**config.mk**
```make
export PLATFORM = sky130hd
export DESIGN_NAME = instruction_fetch_stage
export DESIGN_NICKNAME = d
export VERILOG_FILES = /design/src/rtl/rv32_pkg.sv /design/src/rtl/ifid_pipeline_register.sv /design/src/rtl/instruction_fetch_stage.sv
export SDC_FILE = /design/constraint.sdc
export NUM_CORES = 1
export LEC_CHECK = 0
export CAP_MARGIN = 30
export CORE_AREA = 2 2 119 121
export DETAILED_ROUTE_END_ITERATION = 10
export DIE_AREA = 0 0 121 123
export HOLD_SLACK_MARGIN = 0.06
export PLACE_DENSITY_LB_ADDON = 0.2
export SLEW_MARGIN = 20
export SYNTH_ARGS = -nofsm -noshare
export SYNTH_HDL_FRONTEND = slang
export SYNTH_SLANG_ARGS = --single-unit
```
**constraint.sdc**
```tcl
create_clock -name CLK -period 2.45 [get_ports CLK]
set_input_delay 0.49 -clock CLK [delete_from_list [all_inputs] [get_ports CLK]]
set_output_delay 0.49 -clock CLK [all_outputs]
set_load 0.02 [all_outputs]
```
**src/rtl/rv32_pkg.sv**
```systemverilog
// ---------------------------------------------------------------------------
// rv32_pkg
// Shared definitions for the RV32IM pipeline front end.
//   NOP_INSTR_DEFAULT  : bubble encoding (ADDI x0, x0, 0)
//   RESET_PC_DEFAULT   : default program counter after reset
//   fetch_state_e      : fetch FSM states (RUN fetching, HALT out of range)
//   ifid_t             : contents of the IF/ID pipeline register
//   ifid_bubble()      : builds a squashed IF/ID entry
// ---------------------------------------------------------------------------
package rv32_pkg;

    localparam logic [31:0] NOP_INSTR_DEFAULT = 32'h0000_0013;
    localparam logic [31:0] RESET_PC_DEFAULT  = 32'h0000_0000;

    typedef enum logic {
        RUN  = 1'b0,
        HALT = 1'b1
    } fetch_state_e;

    typedef struct packed {
        logic [31:0] instruction;
        logic [31:0] pc;
        logic [31:0] pc_plus4;
        logic        valid;
    } ifid_t;

    // A bubble carries the NOP encoding, zeroed PCs and no valid flag so the
    // decode stage treats it as a harmless no-op.
    function automatic ifid_t ifid_bubble(input logic [31:0] nop);
        ifid_t b;
        b.instruction = nop;
        b.pc          = 32'h0;
        b.pc_plus4    = 32'h0;
        b.valid       = 1'b0;
        return b;
    endfunction

endpackage

```
**src/rtl/ifid_pipeline_register.sv**
```systemverilog
// ---------------------------------------------------------------------------
// ifid_pipeline_register
// Generic pipeline register holding instruction / PC / PC+4 / valid.
// Ports:
//   clk    in   clock, rising edge
//   srst   in   synchronous active-high reset, loads a bubble
//   hold   in   keep current contents (stall)
//   flush  in   load a bubble; wins over hold
//   d      in   entry to capture on a normal advance
//   q      out  registered entry
// ---------------------------------------------------------------------------
module ifid_pipeline_register
    import rv32_pkg::*;
#(
    parameter logic [31:0] NOP_INSTR = NOP_INSTR_DEFAULT
) (
    input  logic  clk,
    input  logic  srst,
    input  logic  hold,
    input  logic  flush,
    input  ifid_t d,
    output ifid_t q
);

    ifid_t ifid_q;
    ifid_t ifid_d;

    always_comb begin
        ifid_d = ifid_q;
        if (flush) begin
            ifid_d = ifid_bubble(NOP_INSTR);
        end else if (!hold) begin
            ifid_d = d;
        end
    end

    always_ff @(posedge clk) begin
        if (srst) begin
            ifid_q <= ifid_bubble(NOP_INSTR);
        end else begin
            ifid_q <= ifid_d;
        end
    end

    assign q = ifid_q;

endmodule

```
**src/rtl/instruction_fetch_stage.sv**
```systemverilog
// ---------------------------------------------------------------------------
// instruction_fetch_stage
// IF stage of the RV32IM 5-stage pipeline. Owns the PC, drives the
// combinational instruction memory, fills the IF/ID register, handles
// stalls, EX redirects and halts when the PC leaves instruction memory.
// Ports:
//   CLK               in   clock
//   RESET             in   synchronous active-high reset
//   STALL             in   hold PC and IF/ID
//   BRANCH_TAKEN      in   redirect fetch (beats STALL)
//   BRANCH_TARGET     in   redirect byte address
//   IMEM_ADDRESS      out  PC, straight to instruction memory
//   IMEM_INSTRUCTION  in   word at IMEM_ADDRESS, same cycle
//   IFID_INSTRUCTION  out  registered instruction
//   IFID_PC           out  registered PC of that instruction
//   IFID_PC_PLUS4     out  registered PC + 4
//   IFID_VALID        out  1 = real instruction, 0 = bubble
//   FETCH_MISALIGNED  out  one-cycle pulse, redirect target not word aligned
//   FETCH_HALTED      out  high while halted
// ---------------------------------------------------------------------------
module instruction_fetch_stage
    import rv32_pkg::*;
#(
    parameter logic [31:0] RESET_PC  = RESET_PC_DEFAULT,
    parameter int unsigned IMEM_SIZE = 1024,
    parameter logic [31:0] NOP_INSTR = NOP_INSTR_DEFAULT
) (
    input  logic        CLK,
    input  logic        RESET,
    input  logic        STALL,
    input  logic        BRANCH_TAKEN,
    input  logic [31:0] BRANCH_TARGET,
    output logic [31:0] IMEM_ADDRESS,
    input  logic [31:0] IMEM_INSTRUCTION,
    output logic [31:0] IFID_INSTRUCTION,
    output logic [31:0] IFID_PC,
    output logic [31:0] IFID_PC_PLUS4,
    output logic        IFID_VALID,
    output logic        FETCH_MISALIGNED,
    output logic        FETCH_HALTED
);

    localparam logic [31:0] IMEM_LIMIT = 32'(IMEM_SIZE);

    fetch_state_e state_q, state_d;
    logic [31:0]  pc_q, pc_d;
    logic         misaligned_q, misaligned_d;

    logic         ifid_hold;
    logic         ifid_flush;
    ifid_t        ifid_in;
    ifid_t        ifid_out;

    // Entry captured on a normal fetch; only loaded when neither hold nor
    // flush is asserted.
    always_comb begin
        ifid_in.instruction = IMEM_INSTRUCTION;
        ifid_in.pc          = pc_q;
        ifid_in.pc_plus4    = pc_q + 32'd4;
        ifid_in.valid       = 1'b1;
    end

    // Next-PC mux and halt FSM. Redirect beats stall so a taken branch is
    // never lost behind a hazard stall; the misaligned flag is a pulse and
    // therefore defaults to 0 on every non-redirect edge.
    always_comb begin
        state_d      = state_q;
        pc_d         = pc_q;
        misaligned_d = 1'b0;
        ifid_hold    = 1'b0;
        ifid_flush   = 1'b0;

        if (BRANCH_TAKEN) begin
            pc_d         = {BRANCH_TARGET[31:2], 2'b00};
            state_d      = RUN;
            ifid_flush   = 1'b1;
            misaligned_d = |BRANCH_TARGET[1:0];
        end else if (STALL) begin
            ifid_hold = 1'b1;
        end else begin
            case (state_q)
                RUN: begin
                    if (pc_q < IMEM_LIMIT) begin
                        pc_d = pc_q + 32'd4;
                    end else begin
                        // PC walked off the end of memory: park here and
                        // keep the pipeline fed with bubbles.
                        state_d    = HALT;
                        ifid_flush = 1'b1;
                    end
                end
                HALT: begin
                    ifid_flush = 1'b1;
                end
                default: begin
                    state_d    = RUN;
                    ifid_flush = 1'b1;
                end
            endcase
        end
    end

    always_ff @(posedge CLK) begin
        if (RESET) begin
            state_q      <= RUN;
            pc_q         <= RESET_PC;
            misaligned_q <= 1'b0;
        end else begin
            state_q      <= state_d;
            pc_q         <= pc_d;
            misaligned_q <= misaligned_d;
        end
    end

    ifid_pipeline_register #(
        .NOP_INSTR (NOP_INSTR)
    ) u_ifid (
        .clk   (CLK),
        .srst  (RESET),
        .hold  (ifid_hold),
        .flush (ifid_flush),
        .d     (ifid_in),
        .q     (ifid_out)
    );

    assign IMEM_ADDRESS     = pc_q;
    assign IFID_INSTRUCTION = ifid_out.instruction;
    assign IFID_PC          = ifid_out.pc;
    assign IFID_PC_PLUS4    = ifid_out.pc_plus4;
    assign IFID_VALID       = ifid_out.valid;
    assign FETCH_MISALIGNED = misaligned_q;
    assign FETCH_HALTED     = (state_q == HALT);

endmodule
```
# After elaboration in Yosys (flattened, before gate mapping)
# Cells that the tools add are included.
op_classes:
  addsub: 1
  order_cmp: 1
  n_eq_ne: 2
  muxes: 11
  n_bitwise: 3
  n_reduce_logical: 7
op_table:
  columns: ["cell", "count"]
  rows:
  - ["$mux W32", 4]
  - ["$add A32 B3 Y32 const B", 1]
  - ["$lt A32 B11 Y1 const B", 1]
  - ["$reduce_or A2 Y1", 4]
  - ["$mux W1", 6]
  - ["$reduce_and A3 Y1", 2]
  - ["$not A1 Y1", 3]
  - ["$ne A2 B1 Y1 const B", 1]
  - ["$ne A2 B2 Y1 const B", 1]
  - ["$pmux W1 S2", 1]
  - ["$reduce_bool A2 Y1", 1]
totals:
  reg_bits: 131
  inputBits: 68
  out_inout_bits: 131
  elab_cells: 33

# Logic depth before layout (Yosys ltp)
# Gate-level depths: netlist of the first run.
depth:
  ltp_word: 6
  ltp_mapped: 8
  mapped_depth_nobuf: 6

# Modules after synthesis
# Synthesis of the first run repeated with hierarchy kept, for this count alone.
unflattened:
  cells_unflattened: 588
  area_unflattened_um2: 5755.5
modules_own_cells:
  columns: ["mod", "n_inst", "cells_per_inst", "area_per_inst_um2", "seq_area_each_um2"]
  rows:
  - ["ifid_pipeline_register", 1, 315, 3487.1, 1941.9]
  - ["instruction_fetch_stage", 1, 273, 2268.4, 640.6]

# Least setup slack after synthesis of the first run
# OpenSTA, ideal clock, no wires.
synth_timing:
  path_kind: "input to register"
  startpoint: "input BRANCH_TAKEN"
  endpoint: "register u_ifid.ifid_q (netlist bit u_ifid.q[15])"
  arrival_ns: 1.636
  t_required_ns: 2.313
  slack_ns: 0.677
  cell_stages: 6
  n_path_buf: 3
  cell_sequence: "buf_2 > inv_2 > nand2_1 > clkbuf_1 > clkbuf_1 > a211oi_1"
synth_via:
  elab_chain_cells: 2
synth_lines:
  columns: ["element", "line", "text"]
  rows:
  - ["from (decl)", "instruction_fetch_stage.sv:31", "input logic BRANCH_TAKEN,"]
  - ["$mux W1", "instruction_fetch_stage.sv:73", "if (BRANCH_TAKEN) begin"]
  - ["$reduce_or A2 Y1 (no line)", null, null]
  - ["to (signal assigned)", "ifid_pipeline_register.sv:39", "ifid_q <= ifid_bubble(NOP_INSTR);"]
  - ["to (signal assigned)", "ifid_pipeline_register.sv:41", "ifid_q <= ifid_d;"]
  - ["to (decl)", "ifid_pipeline_register.sv:25", "ifid_t ifid_q;"]
# Parallel ways exist; a longest one is shown, timed or not.
# A chain may end at the register's enable or synchronous reset.

# Worst setup path in the final report of the first run
layout_timing:
  startpoint: "register pc_q[20] (netlist: IMEM_ADDRESS[20])"
  endpoint: "output IMEM_ADDRESS[20]"
layout_lines:
  columns: ["element", "line", "text"]
  rows:
  - ["from (decl)", "instruction_fetch_stage.sv:46", "logic [31:0] pc_q, pc_d;"]
  - ["from (signal assigned)", "instruction_fetch_stage.sv:110", "pc_q <= pc_d;"]
  - ["to (decl)", "instruction_fetch_stage.sv:33", "output logic [31:0] IMEM_ADDRESS,"]
# No word-level cell between the ends.

==> impl_metrics.csv, run 1 <==
group,metric,value,unit
status,status,"finished, final reports clean",
power,p_per_area,652,mW/mm2
layout,diodes,0,
floorplanning,die-width,121,um
cts,cts_buffer_depth,2,
timing,layout_setup_ws,0.283,ns
power,vdd_drop_max,0.000417,V
timing,finalHoldViolCount,0,
timing,setup_viol_count_final,0,
global_route,grt_pass1_wl,23900,um
place,dp_slack,0.263,ns
floorplanning,die_y,123,um
logic_synthesis,synthArstFlopShare,0,
floorplanning,ios,199,
min_path,hold_path_class,"register to register",
global_route,grt_max_degree,93,
place,hpwl,10900,um
route,dr.pass1.iters,4,
logic_synthesis,synth-simple-area-share,0.225,
logic_synthesis,synthMostInstantiatedCell,"nand2_1",
critical_path,crit_fanout,9,
timing,rsz0062_at_grt,"false",
logic_synthesis,ys_top_cells_by_area,"dfxtp_1 (47%), nand2_1 (9.4%), a21oi_1 (5.8%)",
layout,area_growth,45.7,%
logic_synthesis,synth_flop_cell,"dfxtp_1",
timing,final_max_slew_viol_count,0,
flow_run,max_cap_viol_count,0,
critical_path,r2r_cells,6,
logic_synthesis,synthMuxAreaShare,0.0393,
logic_synthesis,syn_inst,640,
logic_synthesis,yosysTopAreaCell,"dfxtp_1",
layout,drive_gt1_frac,0.0734,
route,drt_wl_total,15400,um
critical_path,start_kind,"register",
timing,clock_skew,0.00948,ns
logic_synthesis,synth_compound_area_frac,0.116,
critical_path,cp.depth,1,
critical_path,crit_slowest_cell,"clkdlybuf4s50_1",
place,io_buffer_count,192,
floorplanning,dieArea,0.0149,mm2
logic_synthesis,netlist_top_cells_count,"nand2_1 (134), dfxtp_1 (125), nor2_1 (69)",
power,leakage,2.90,nW
cts,cts_setup_buffers,0,
route,ant_nets,0,
route,viasPerCell,4.92,
critical_path,worstPathArrival,1.68,ns
cts,ctsHoldBuffers,0,
timing,fin_crit,2.17,ns
cts,cts-root-buf,"clkbuf_16",
critical_path,end_kind,"output pin",
layout,fin_nets,866,
cts,clk_pin_slew,0.05,ns
cts,tritoncts,"done",
cts,cts_resized,0,
route,drcViolationCount,0,
global_route,grt_pass1_vias,4544,
logic_synthesis,syn_area,0.00535,mm2
timing,fmax,0.461,GHz
timing,tns,0,ns
logic_synthesis,syn_avg_cell_area,8.36,um2
route,num_vias,4844,
critical_path,critPathBufInv,1,
timing,fin_crit_sh,0.885,
global_route,antenna_found_initial,0,
floorplanning,core,0.0136,mm2
min_path,min_path_cells,2,
logic_synthesis,synth-edff-count,0,
route,first_iter_violations,303,
critical_path,required,1.96,ns
logic_synthesis,synth_fa_ha_area_frac,0.00234,
logic_synthesis,synth.distinct_cells,40,
place,place.gp.congestion,0.800,
critical_path,path_cells,"clkdlybuf4s50_1",
layout,final.fill_count,1214,
critical_path,critical_path_class,"register to output pin",
logic_synthesis,seq_area_frac_synth,0.468,
logic_synthesis,synth_top_family_by_area,"simple AND/OR/NAND/NOR gates",
cts,cts-buffers-inserted,17,
logic_synthesis,yosysWarnings,0,
cts,cts_sinks,125,
layout,design_area,0.00780,mm2
place,place_area,0.00728,mm2
cts,clkLatencyLatePin,0.41,ns
global_route,grt_usage,0.207,
logic_synthesis,synthXorXnorAreaFrac,0.0556,
global_route,grt_overflow,0,
logic_synthesis,ys_seq_elements,125,
critical_path,max_stage_delay,0.71,ns
critical_path,cp_top_family,"buffers and inverters",
cts,h-tree-depth,4,
route,avgRoutedWirePerCell,15.7,um
floorplanning,start_util,0.393,
logic_synthesis,synth_top_area_frac,0.468,
floorplanning,rows,43,
-- where the power goes --
part	internal, W	switching, W
logic	0.000320	0.000337
clock network	0.00143	0.000810
registers	0.00210	0.0000803
-- sequential cells by signal, summed over array words and instances, names as in the netlist --
| signal | flops |
|---|---|
| FETCH_MISALIGNED | 1 |
| FETCH_HALTED | 1 |
| IMEM_ADDRESS | 30 |
| u_ifid.q | 93 |
-- worst min-delay path, stage by stage, from the launching register on --
cell	delay [ns]
dfxtp_1	0.30
nand2_1	0.05
a21oi_1	0.05
-- area by class of cell --
| class | count | area, um2 | area share |
|---|---|---|---|
| multi-input cells | 432 | 2390 | 0.307 |
| clock buffers | 23 | 478 | 0.0613 |
| repair buffers | 214 | 2140 | 0.274 |
| clock inverters | 3 | 40.0 | 0.00513 |
| well taps | 180 | 225 | 0.0289 |
| flip-flops and latches | 125 | 2500 | 0.321 |
| inverters | 7 | 26.3 | 0.00337 |
-- cell families after synthesis --
group / count (synthesis)
AND/OR/NAND/NOR: 267
AO/OA/AOI/OAI: 103
buffers and inverters: 88
multiplexers: 21
adder cells (fa/ha/maj): 1
XOR/XNOR: 34
other: 1
flip-flops: 125
-- through the flow --
step	util	instances	power [W]	hold WS (ns)
4_1_cts	0.573	984	0.00513	0.449
3_5_place_dp	0.535	958	0.00288	0.444
5_1_grt	0.573	984	0.00529	0.464
6_report	0.573	984	0.00508	0.446
3_3_place_gp	0.535	958	0.00287	0.439
2_1_floorplan	-	645	0.00258	0.482
-- metal layers --
layer,up-vias,global-route usage,part of all wire
met5,-,0,0
met4,0,0.0879,0.020
met3,29,0.0590,0.075
met2,186,0.334,0.48
met1,2205,0.261,0.43
li1,2424,-,-
-- worst paths after layout --
check / slack (ns) / to / start
worst max-delay path: 0.28 / IMEM_ADDRESS[20] / IMEM_ADDRESS[20]
worst min-delay path: 0.45 / u_ifid.q[39] / u_ifid.q[39]
worst max register to register: 0.34 / u_ifid.q[65] / IMEM_ADDRESS[14]
worst min register to register: 0.45 / u_ifid.q[39] / u_ifid.q[39]
-- cells in the final DEF (no fill, tap or decap), types with 2 or more instances in the layout --
cell / count
inv_1: 6
nor2_4: 2
nor4_1: 5
clkinv_2: 2
dfxtp_1: 125
clkdlybuf4s50_1: 192
nand4_1: 9
conb_1: 6
clkbuf_1: 3
xnor2_1: 17
a21oi_1: 62
nor3_1: 12
clkbuf_16: 17
a211oi_1: 33
o21ai_0: 3
mux2i_1: 21
nand2_1: 133
nor4_4: 2
nor2_1: 68
buf_12: 4
nand3_1: 19
xor2_1: 17
and3_1: 5
nand3b_1: 3
clkbuf_8: 3
buf_4: 18
Power figures use the tool's default switching activity.
==> inputs of run 2 (changes only) <==
--- a/config.mk
+++ b/config.mk
@@ -5,13 +5,14 @@
 export SDC_FILE = /design/constraint.sdc
 export NUM_CORES = 1
 export LEC_CHECK = 0
-export CAP_MARGIN = 30
-export CORE_AREA = 2 2 119 121
+export CAP_MARGIN = 20
+export CORE_AREA = 2 2 123 125
 export DETAILED_ROUTE_END_ITERATION = 10
-export DIE_AREA = 0 0 121 123
+export DIE_AREA = 0 0 125 127
 export HOLD_SLACK_MARGIN = 0.06
 export PLACE_DENSITY_LB_ADDON = 0.2
 export SLEW_MARGIN = 20
 export SYNTH_ARGS = -nofsm -noshare
 export SYNTH_HDL_FRONTEND = slang
+export SYNTH_HIERARCHICAL = 1
 export SYNTH_SLANG_ARGS = --single-unit
==> run 2 against run 1 <==
Fmax up 1.1%. Worst hold slack better by 0.044 ns. Clock skew is 0.0025 ns lower. Clock power increased by 10%. Final cell count down 1.8%. Sequential power increased by 2%. Largest cell class is now multi-input gates. Largest power group unchanged. Highest routed layer unchanged.
==> impl_metrics.csv, run 2 <==
group,metric,value,unit
logic_synthesis,synth_flop_cell,"dfxtp_1",
critical_path,start_kind,"register",
route,viasPerCell,4.90,
place,io_buffer_count,196,
power,p_seq_frac,0.409,
timing,worst_pin_slew,0.540,ns
cts,clkLatencyLatePin,0.41,ns
global_route,grt_pass1_vias,4824,
place,place.gp.congestion,0.844,
global_route,antenna_found_initial,0,
logic_synthesis,syn_avg_cell_area,9.79,um2
cts,ctsHoldBuffers,0,
logic_synthesis,synthArstFlopShare,0,
route,ant_nets,0,
power,vdd_drop_max,0.000424,V
logic_synthesis,synthMostInstantiatedCell,"dfxtp_1",
logic_synthesis,ys_top_cells_by_area,"dfxtp_1 (45%), mux2i_1 (21%), nor2_1 (7.8%)",
layout,drive_gt1_frac,0.118,
layout,area_growth,45.0,%
cts,cts_setup_buffers,0,
layout,largest_reg_flops,97,
logic_synthesis,syn_area,0.00576,mm2
critical_path,end_kind,"output pin",
route,avgRoutedWirePerCell,16.3,um
logic_synthesis,synth_top_area_frac,0.449,
floorplanning,start_util,0.399,
timing,slew_headroom,0.637,
logic_synthesis,yosysTopAreaCell,"dfxtp_1",
timing,tns,0,ns
power,p_sw_frac,0.242,
place,dp_slack,0.332,ns
power,internal_power,0.00412,W
route,drt_wl_total,15700,um
timing,setup_viol_count_final,0,
cts,clk_pin_slew,0.06,ns
cts,cts-buffers-inserted,17,
layout,final_common_cell,"clkdlybuf4s50_1",
cts,h-tree-depth,4,
logic_synthesis,synth-edff-count,0,
logic_synthesis,yosysWarnings,6,
status,status,"finished, final reports clean",
min_path,hold_path_class,"register to register",
floorplanning,rows,44,
critical_path,crit_start,"IMEM_ADDRESS[13]",
layout,stdcell_count,966,
cts,cts_resized,0,
cts,cts_buffer_depth,2,
min_path,min_from,"u_ifid/q[49]",
route,drcViolationCount,0,
logic_synthesis,netlist_top_cells_count,"dfxtp_1 (129), nor2_1 (119), mux2i_1 (118)",
power,power.switching,0.00131,W
floorplanning,dieArea,0.0159,mm2
floorplanning,core,0.0144,mm2
timing,finalHoldViolCount,0,
global_route,grt_overflow,0,
critical_path,rr_startpoint,"IMEM_ADDRESS[21]",
logic_synthesis,ys_seq_elements,129,
critical_path,required,1.96,ns
floorplanning,die-width,125,um
power,p_per_area,650,mW/mm2
timing,fin_crit_sh,0.875,
timing,final_max_slew_viol_count,0,
global_route,grt_max_degree,42,
power,leakage,3.16,nW
floorplanning,die_y,127,um
timing,fin_crit,2.14,ns
power,p_total,0.00543,W
route,num_vias,4733,
floorplanning,ios,199,
cts,cts-root-buf,"clkbuf_16",
timing,rsz0062_at_grt,"false",
critical_path,critical_path_class,"register to output pin",
route,first_iter_violations,213,
cts,tritoncts,"done",
critical_path,crit_fanout,5,
logic_synthesis,seq_area_frac_synth,0.449,
power,clockPowerShare,0.455,
place,hpwl,11400,um
critical_path,worstPathArrival,1.65,ns
route,dr.pass1.iters,4,
timing,layout_setup_ws,0.307,ns
layout,layout_common_cells,"clkdlybuf4s50_1 (195), dfxtp_1 (129), nor2_1 (119), mux2i_1 (118), buf_4 (27)",
logic_synthesis,synth.distinct_cells,44,
timing,fmax,0.467,GHz
layout,diodes,0,
flow_run,max_cap_viol_count,0,
layout,fin_nets,838,
logic_synthesis,syn_inst,588,
cts,cts_sinks,129,
power,pwr-share-comb,0.136,
layout,final.fill_count,1224,
timing,clock_skew,0.00700,ns
global_route,grt_pass1_wl,24700,um
place,dp.cells,934,
timing,worst_hold_slack,0.491,ns
global_route,grt_usage,0.194,
## run 2: cell families after synthesis
kind of cell | share of synthesized area
other cells | 0.00130
compound gates | 0.0274
buf+inv | 0.0913
fa+ha+maj | 0.00217
simple gates | 0.181
flops | 0.449
xor+xnor | 0.0426
mux | 0.205
## run 2: critical path: stages (launching register included)
cell and delay, ns:
dfxtp_1 0.44, buf_4 0.17, clkdlybuf4s50_1 0.63
## run 2: layer usage
metal	vias up	part of all wire	track usage
met5	-	0	0
met4	0	0.029	0.0902
met3	34	0.054	0.0553
met2	145	0.49	0.330
met1	2228	0.43	0.227
li1	2326	-	-
## run 2: path summary, 6_finish.rpt
check                     end  slack, ns  cells past startpoint
max          IMEM_ADDRESS[13]       0.31                      2
min              u_ifid/q[49]       0.49                      2
max reg2reg      u_ifid/q[73]       0.31                      7
min reg2reg      u_ifid/q[49]       0.49                      2
## run 2: area by class of cell
cell class	instances	area, um2	share of cell area
multi-input cells	386	2680	0.321
repair buffers	227	2240	0.268
flip-flops and latches	129	2580	0.310
clock buffers	23	478	0.0573
well taps	184	230	0.0276
clock inverters	9	106	0.0127
inverters	8	30.0	0.00360
## run 2: power groups by stage
stage                     registers (W)  logic [W]  clock network (W)
after floorplan                 0.00231   0.000392                  0
after global placement          0.00226   0.000729                  0
after detailed placement        0.00226   0.000740                  0
after CTS                       0.00222   0.000744            0.00252
after global routing            0.00223   0.000791            0.00261
final                           0.00222   0.000739            0.00247
## run 2: through the flow
| stage | utilization | area, um2 |
|---|---|---|
| floorplan | - | 5770 |
| global placement | 0.538 | 7760 |
| detailed placement | 0.538 | 7760 |
| CTS | 0.578 | 8340 |
| global route | 0.578 | 8340 |
| finish | 0.578 | 8340 |
==> inputs of run 3 (changes only) <==
--- a/config.mk
+++ b/config.mk
@@ -5,10 +5,13 @@
 export SDC_FILE = /design/constraint.sdc
 export NUM_CORES = 1
 export LEC_CHECK = 0
+export ABC_AREA = 1
 export CAP_MARGIN = 20
-export CORE_AREA = 2 2 123 125
+export CELL_PAD_IN_SITES_DETAIL_PLACEMENT = 2
+export CELL_PAD_IN_SITES_GLOBAL_PLACEMENT = 2
+export CORE_AREA = 2 2 165 167
 export DETAILED_ROUTE_END_ITERATION = 10
-export DIE_AREA = 0 0 125 127
+export DIE_AREA = 0 0 167 169
 export HOLD_SLACK_MARGIN = 0.06
 export PLACE_DENSITY_LB_ADDON = 0.2
 export SLEW_MARGIN = 20
==> run 3 against run 2 <==
Highest routed layer unchanged. Fmax shrank 4.9%. First-iteration DRC count grew 20%. Sequential share of layout area shrank 2.4 points. Clock-buffer cell count shrank 4. Largest power group unchanged. Combinational power grew 7.4%.
==> impl_metrics.csv, run 3 <==
group,metric,value,unit
logic_synthesis,synth_top_area_frac,0.412,
logic_synthesis,ys_seq_elements,129,
layout,largest_reg_flops,97,
cts,ctsHoldBuffers,0,
global_route,grt_max_degree,58,
power,p_per_area,656,mW/mm2
timing,finalHoldViolCount,0,
place,dp_slack,0.166,ns
logic_synthesis,syn_area,0.00627,mm2
route,ant_nets,0,
logic_synthesis,synthMostInstantiatedCell,"nand2_1",
logic_synthesis,synth.distinct_cells,30,
power,p_sw_frac,0.263,
critical_path,crit_start,"IMEM_ADDRESS[27]",
timing,tns,0,ns
layout,diodes,0,
timing,setup_viol_count_final,0,
route,drcViolationCount,0,
layout,final_common_cell,"nand2_1",
layout,final.fill_count,3127,
cts,cts_setup_buffers,0,
logic_synthesis,yosysTopAreaCell,"dfxtp_1",
layout,fin_nets,1196,
global_route,grt_pass1_wl,36100,um
place,place.gp.congestion,0.753,
route,dr.pass1.iters,4,
route,viasPerCell,4.24,
logic_synthesis,synth_top_family_by_area,"simple AND/OR/NAND/NOR gates",
route,drt_wl_total,22500,um
logic_synthesis,synth_fa_ha_area_frac,0.00200,
critical_path,crit_slowest_cell,"clkdlybuf4s50_1",
critical_path,path_cells,"clkdlybuf4s50_1",
timing,worst_pin_slew,0.500,ns
place,io_buffer_count,196,
min_path,min_from,"u_ifid/q[69]",
timing,final_max_slew_viol_count,0,
logic_synthesis,synthXorXnorAreaFrac,0.0335,
cts,clkLatencyLatePin,0.42,ns
power,clockPowerShare,0.485,
logic_synthesis,synthArstFlopShare,0,
floorplanning,rows,60,
floorplanning,die-width,167,um
route,avgRoutedWirePerCell,15.2,um
power,pwr-share-comb,0.134,
layout,layout_common_cells,"nand2_1 (276), nor2_1 (215), clkdlybuf4s50_1 (196), dfxtp_1 (129), inv_1 (118)",
cts,tritoncts,"done",
layout,multiInputGateArea,0.00277,mm2
critical_path,max_stage_delay,0.71,ns
power,power.switching,0.00156,W
critical_path,crit_fanout,8,
route,num_vias,6272,
layout,regArea,0.00258,mm2
critical_path,start_kind,"register",
floorplanning,ios,199,
logic_synthesis,synth-edff-count,0,
critical_path,end_kind,"output pin",
global_route,grt_usage,0.161,
logic_synthesis,syn_avg_cell_area,6.50,um2
cts,cts_resized,0,
critical_path,critical_path_class,"register to output pin",
timing,fin_crit_sh,0.920,
critical_path,required,1.96,ns
cts,h-tree-depth,4,
logic_synthesis,synthMuxAreaShare,0.00160,
min_path,hold_path_class,"register to register",
floorplanning,dieArea,0.0282,mm2
critical_path,worstPathArrival,1.76,ns
logic_synthesis,synth_compound_area_frac,0.0289,
timing,clock_skew,0.0105,ns
power,vdd_drop_max,0.000362,V
logic_synthesis,yosysWarnings,6,
timing,fin_crit,2.25,ns
logic_synthesis,netlist_top_cells_count,"nand2_1 (276), nor2_1 (216), dfxtp_1 (129)",
floorplanning,core,0.0265,mm2
cts,cts-root-buf,"clkbuf_16",
power,p_seq_frac,0.381,
logic_synthesis,syn_inst,964,
critical_path,critPathBufInv,1,
timing,layout_setup_ws,0.196,ns
flow_run,max_cap_viol_count,0,
place,hpwl,16500,um
route,first_iter_violations,255,
logic_synthesis,ys_top_cells_by_area,"dfxtp_1 (41%), nand2_1 (17%), nor2_1 (13%)",
floorplanning,die_y,169,um
global_route,antenna_found_initial,0,
layout,area_growth,44.2,%
timing,rsz0062_at_grt,"false",
cts,cts-buffers-inserted,17,
floorplanning,start_util,0.237,
logic_synthesis,synth-simple-area-share,0.371,
logic_synthesis,synth_flop_cell,"dfxtp_1",
cts,clk_pin_slew,0.06,ns
timing,fmax,0.444,GHz
cts,cts_buffer_depth,2,
layout,final_util,0.341,
timing,slew_headroom,0.666,
global_route,grt_pass1_vias,6604,
critical_path,cp_top_family,"buffers and inverters",
critical_path,rr_startpoint,"IMEM_ADDRESS[20]",
logic_synthesis,seq_area_frac_synth,0.412,
cts,cts_sinks,129,
status,status,"finished, final reports clean",
power,leakage,3.57,nW
power,internal_power,0.00437,W
layout,drive_gt1_frac,0.0615,
global_route,grt_overflow,0,
## run 3: power groups by stage
| stage | clock, W | combinational [W] | sequential, W |
|---|---|---|---|
| finish | 0.00287 | 0.000794 | 0.00226 |
| global route | 0.00305 | 0.000883 | 0.00228 |
| CTS | 0.00297 | 0.000811 | 0.00227 |
| detailed placement | 0 | 0.000804 | 0.00231 |
| global placement | 0 | 0.000793 | 0.00231 |
| floorplan | 0 | 0.000407 | 0.00234 |
## run 3: layout make-up
cell class | count | area share
Clock buffer | 19 | 0.0490
Clock inverter | 12 | 0.0230
Tap cell | 341 | 0.0472
Multi-Input combinational cell | 642 | 0.307
Timing Repair Buffer | 216 | 0.238
Sequential cell | 129 | 0.286
Inverter | 121 | 0.0503
## run 3: layer usage
metal | part of all wire | track usage | wire, um | up-vias
met5 | 0 | 0 | 0 | -
met4 | 0.0098 | 0.0461 | 220 | 0
met3 | 0.051 | 0.0358 | 1150 | 15
met2 | 0.45 | 0.253 | 10000 | 147
met1 | 0.49 | 0.222 | 11100 | 2966
li1 | - | - | - | 3144
## run 3: cells by family (layout without fill, tap and decap cells)
kind of cell,after synthesis,count (layout)
flops,129,129
other cells,2,7
compound gates,35,35
xor+xnor,24,24
mux,1,1
simple gates,574,574
fa+ha+maj,1,1
buf+inv,198,368
## run 3: worst paths after layout
check / to / slack (ns) / depth (start not counted)
setup / recovery: IMEM_ADDRESS[27] / 0.20 / 1
hold / removal: u_ifid/q[69] / 0.48 / 2
setup reg to reg: u_ifid/q[86] / 0.58 / 8
hold reg to reg: u_ifid/q[69] / 0.48 / 2
## run 3: per-stage QoR
step                      hold WS [ns]  instance area [um2]  std cells  power [W]
final                            0.481                 9040       1480    0.00593
after global routing             0.516                 9040       1480    0.00621
after CTS                        0.485                 9040       1480    0.00604
after detailed placement         0.465                 8390       1449    0.00312
after global placement           0.454                 8390       1449    0.00310
after floorplan                  0.498                 6290        969    0.00274
